[src/rtl/morse_tx_arbiter.sv]
// morse_tx_arbiter: two-source FIFO front end sharing one Morse encoder, message-granular round robin with watchdog
module morse_tx_arbiter #(
    parameter int DEPTH   = 8,
    parameter int TIMEOUT = 4095
) (
    input  logic        clock,
    input  logic        reset,
    input  logic        req0_wr,
    input  logic [11:0] req0_data,
    input  logic        req0_last,
    output logic        req0_full,
    input  logic        req1_wr,
    input  logic [11:0] req1_data,
    input  logic        req1_last,
    output logic        req1_full,
    output logic        char_vald,
    output logic [7:0]  charcode_data,
    output logic [3:0]  charlen_data,
    input  logic        char_next,
    output logic [1:0]  grant,
    output logic        busy,
    output logic        timeout_err,
    input  logic        err_clr
);
    localparam int AW = $clog2(DEPTH);
    localparam int WW = $clog2(TIMEOUT + 1);

    typedef enum logic [2:0] {IDLE, LOAD, ISSUE, WAIT, FLUSH} state_t;

    state_t        state;
    logic          owner;
    logic          prio;
    logic          last_q;
    logic          next_q;
    logic          sel;
    logic [WW-1:0] wd;
    logic [1:0]    wr_in;
    logic [1:0]    full;
    logic [1:0]    empty;
    logic [1:0]    pop;
    logic [1:0]    owner_mask;
    logic [12:0]   din  [2];
    logic [12:0]   dout [2];

    assign wr_in      = {req1_wr, req0_wr};
    assign din[0]     = {req0_last, req0_data};
    assign din[1]     = {req1_last, req1_data};
    assign req0_full  = full[0];
    assign req1_full  = full[1];
    assign busy       = state != IDLE;
    assign owner_mask = owner ? 2'b10 : 2'b01;
    // with both queues waiting the pointer decides, otherwise take the non-empty one
    assign sel        = (!empty[0] && !empty[1]) ? prio : empty[0];

    for (genvar g = 0; g < 2; g++) begin : fifo
        logic [12:0]   mem [DEPTH];
        logic [AW-1:0] wp;
        logic [AW-1:0] rp;
        logic [AW:0]   cnt;
        logic          push;

        // fullness is judged before this cycle's pop, so a write on a full queue is lost
        assign push     = wr_in[g] && !full[g];
        assign pop[g]   = (state == LOAD || state == FLUSH) && owner_mask[g] && !empty[g];
        assign full[g]  = cnt == (AW + 1)'(DEPTH);
        assign empty[g] = cnt == '0;
        assign dout[g]  = mem[rp];

        // storage array, no reset needed since occupancy gates every read
        always_ff @(posedge clock)
            if (push) mem[wp] <= din[g];

        // queue pointers and occupancy
        always_ff @(posedge clock or posedge reset)
            if (reset) begin
                wp  <= '0;
                rp  <= '0;
                cnt <= '0;
            end else begin
                if (push) wp <= wp + 1'b1;
                if (pop[g]) rp <= rp + 1'b1;
                cnt <= cnt + {{AW{1'b0}}, push} - {{AW{1'b0}}, pop[g]};
            end
    end

    // message sequencer: grant, per-character handshake, watchdog and abort flush
    always_ff @(posedge clock or posedge reset)
        if (reset) begin
            state         <= IDLE;
            owner         <= 1'b0;
            prio          <= 1'b0;
            grant         <= 2'b00;
            last_q        <= 1'b0;
            next_q        <= 1'b0;
            char_vald     <= 1'b0;
            charcode_data <= '0;
            charlen_data  <= '0;
            wd            <= '0;
            timeout_err   <= 1'b0;
        end else begin
            next_q <= char_next;
            if (err_clr) timeout_err <= 1'b0;
            case (state)
                IDLE:
                    if (!(&empty)) begin
                        owner <= sel;
                        grant <= sel ? 2'b10 : 2'b01;
                        state <= LOAD;
                    end
                LOAD:
                    if (!empty[owner]) begin
                        {last_q, charcode_data, charlen_data} <= dout[owner];
                        char_vald <= 1'b1;
                        state     <= ISSUE;
                    end
                ISSUE: begin
                    char_vald <= 1'b0;
                    wd        <= '0;
                    state     <= WAIT;
                end
                WAIT:
                    if (char_next && !next_q) begin
                        if (last_q) begin
                            grant <= 2'b00;
                            prio  <= ~owner;
                            state <= IDLE;
                        end else begin
                            state <= LOAD;
                        end
                    end else if (wd == WW'(TIMEOUT - 1)) begin
                        timeout_err <= 1'b1;
                        if (last_q) begin
                            grant <= 2'b00;
                            prio  <= ~owner;
                            state <= IDLE;
                        end else begin
                            state <= FLUSH;
                        end
                    end else begin
                        wd <= (wd < WW'(TIMEOUT)) ? wd + 1'b1 : wd;
                    end
                FLUSH:
                    if (!empty[owner] && dout[owner][12]) begin
                        grant <= 2'b00;
                        prio  <= ~owner;
                        state <= IDLE;
                    end
                default: state <= IDLE;
            endcase
        end
endmodule

[config.mk]
export PLATFORM = sky130hd
export DESIGN_NAME = morse_tx_arbiter
export DESIGN_NICKNAME = d
export VERILOG_FILES = /design/src/rtl/morse_tx_arbiter.sv
export SDC_FILE = /design/constraint.sdc
export NUM_CORES = 1
export LEC_CHECK = 0
export ABC_AREA = 1
export BUFFER_PORTS_ARGS = -buffer_cell sky130_fd_sc_hd__buf_2
export CAP_MARGIN = 20
export CORE_UTILIZATION = 45
export DETAILED_ROUTE_END_ITERATION = 16
export RECOVER_POWER = 25
export SYNTH_ARGS = -nofsm -noshare
export SYNTH_HDL_FRONTEND = slang
export SYNTH_SLANG_ARGS = --single-unit
[constraint.sdc]
create_clock -name clock -period 2.3 [get_ports clock]
set_input_delay 0 -clock clock [delete_from_list [all_inputs] [get_ports clock]]
set_output_delay 0 -clock clock [all_outputs]
set_load 0.02 [all_outputs]
==> flow_metrics.tcl <==
set metrics [dict create \
    status "completed" \
    cts_max_level 1 \
    drt_iter0_drc 594 \
    synth_cells 936 \
    coreArea_sq_mm 0.02425 \
    post-route-util_pct 53.96 \
    setup_viol 0 \
    grt_antenna_before_repair 0 \
    worstPathArrival_ps 2590 \
    syn-num-nets 988 \
    tightest_slew_ps 636.9 \
    wl_met2_um 11530 \
    p_per_area_mw_per_mm2 1290 \
    critPathKind "flip-flop to flip-flop" \
    path_common_cell "ha_1" \
    cts_buffer_depth 3 \
    ys_seq_area_share_pct 68.62 \
    wl_met3_um 1028 \
    max_freq_ghz 0.4604 \
    grt_pass1_vias 7130 \
    synth_top_area_share_pct 56.23 \
    routed_via_density 5.226 \
    max_stage_delay_ps 350 \
    drtPass1Iterations 5 \
    ys_seq_elements 263 \
    stdcell_area_sq_mm 0.01308 \
    clock_sinks 263 \
    finalSetupTns_ps 0 \
    clkSlewWorstSetupHoldPaths_ps 60 \
    ys_warn_count 0 \
    drcViolationCount 0 \
    initial_core_util_pct 45.81 \
    cts_buffers 28 \
    final_common_cell "edfxtp_1" \
    grt_max_degree 54 \
    yosys.area.top_type "edfxtp_1" \
    die_y_um 159.1 \
    place.port_buffers 50 \
    max-cap-violations 0 \
    finalCritPeriodShare_pct 94.45 \
    slowest_stage "dfrtp_1" \
    crit_fanout 4 \
    worstSkewPairLatency_ps 540 \
    syn_area_sq_mm 0.01111 \
    hpwl_um 14550 \
    maxSlewHeadroom_pct 57.48 \
    io_pins 51 \
    nets 1092 \
    ys_types 38 \
    synth_edf_count 208 \
    min_path_type "input port to async pin" \
    timing.final.crit_period_ps 2172 \
    grt_usage_pct 19.87 \
    place_area_sq_mm 0.01182 \
    antennaDiodeCount 0 \
    cts_tree "built" \
    syn_to_final_growth_pct 17.79 \
    cp_cell_sequence "inv_1 > ha_1 > nor3b_4 > nor2_1 > nand2_1 > inv_2 > ha_1 > inv_1 > ha_1 > fa_2 > xor2_1" \
    globalRouteOverflowTotal 0 \
    fin_skew_ps 9.735 \
    routabilityCongestion 0.8126 \
    end_kind "flip-flop" \
    totalWireLength_um 24490 \
    crit_path_start_kind "flip-flop" \
    slew_violations 0 \
    num_rows 57 \
    syn_area_per_cell_sq_um 11.87 \
    die_w_um 159.1 \
    crit_buf_inv 3 \
    hold_viol 0 \
    postRouteAntennaNets 0 \
    via_count 7228 \
    met1Wirelength_um 11550 \
    synth-main-ff-cell "edfxtp_1" \
    top_layer "met4" \
    cellLeakagePower_nw 5.003 \
    grt_pass1_wl_um 39340 \
    drive_gt1_share_pct 14.45 \
    vdd_drop_max_v 0.0006199 \
    cp.required_ps 2720 \
    mostFrequentLayoutCells "edfxtp_1 (208), nand2_1 (135), nor2_1 (129)" \
    drt-wirelength-per-cell_um 17.71 \
    crit_family "adder cells" \
    cts_root_buf "clkbuf_16" \
    netlist_top_cells_area "edfxtp_1 (56%), dfrtp_1 (12%), o21ai_0 (4.7%)" \
    async_flop_share_pct 20.91 \
    die_area_sq_mm 0.02532 \
    fillers 2098 \
]
-- Yosys cell counts, drive strengths merged, types with 2 or more instances --
cell    number
a21oi        5
xor2        10
edfxtp     208
nand2      145
dfrtp       55
o211ai      24
xnor2        3
nor3b        2
nor2       135
o22ai       26
ha          18
nand4        9
nor3         6
inv         73
o221ai      24
buf         25
fa           2
or2          3
o21ai      109
nand3       33
clkbuf      17
-- cell type report --
type,instances,area (sq um),area share (%)
repair buffers,116,837.1,6.398
clock inverters,9,140.1,1.071
well taps,324,405.4,3.098
multi-input cells,557,2999,22.92
inverters,74,282.8,2.161
clock buffers,40,797.0,6.092
flip-flops and latches,263,7622,58.26
-- per-stage QoR --
stage | hold WS, ps | cells | setup slack, ps | total power [mW]
4_1_cts | 99.71 | 1381 | 19.05 | 16.96
3_5_place_dp | 122.7 | 1301 | 30.21 | 12.31
5_1_grt | 147.9 | 1383 | -15.83 | 17.99
3_3_place_gp | 120.9 | 1301 | 91.75 | 12.25
2_1_floorplan | 31.43 | 936 | 210.7 | 10.58
6_report | 102.6 | 1383 | 127.7 | 16.88
-- what timing repair did --
action | CTS | global route
hold buffers | 31 | 0
setup buffers | 0 | 2
endpoints found under the setup margin | 0 | 4
hold endpoints to repair | 246 | 0
gates resized for setup | 0 | 10
-- worst min-delay path: cells and delay by family --
kind / cells / cell delay, ps
buffers and inverters: 3 / 1110
-- per-layer routing --
layer / GRT usage, % / vias to the layer above
li1: - / 3523
met2: 32.28 / 151
met1: 28.20 / 3522
met4: 4.808 / 0
met5: 0 / -
met3: 2.996 / 32
-- power by group --
part	internal (mW)	switching, mW
combinational	1.90	3.87
sequential	6.12	0.406
clock	2.83	1.76
-- cells by family (layout without fill, tap and decap cells) --
kind of cell / Yosys count / count (layout) / synth area share, %
simple gates: 334 / 334 / 12.99
fa+ha+maj: 20 / 20 / 2.388
buf+inv: 116 / 239 / 4.573
compound gates: 190 / 190 / 10.41
xor+xnor: 13 / 13 / 1.025
flops: 263 / 263 / 68.62
-- flip-flops by register name (all words and copies together), names as in the netlist --
signal         count
char_vald          1
charcode_data      8
charlen_data       4
fifo.cnt           8
fifo.mem         208
fifo.rp            6
fifo.wp            6
grant              2
last_q             1
next_q             1
owner              1
prio               1
state              3
timeout_err        1
wd                12
-- worst paths after layout --
check | from | to | slack, ps | cells after the start
max in group asynchronous | reset | charcode_data[3] | 1610 | 4
hold reg to reg | grant[0] | grant[0] | 470 | 2
min in group clock | char_next | next_q | 140 | 2
hold / removal | reset | next_q | 100 | 3
setup reg to reg | fifo[0].cnt[2] | fifo[0].cnt[2] | 130 | 11
setup / recovery | fifo[0].cnt[2] | fifo[0].cnt[2] | 130 | 11
Note: power is estimated with default switching activity, not from simulation.
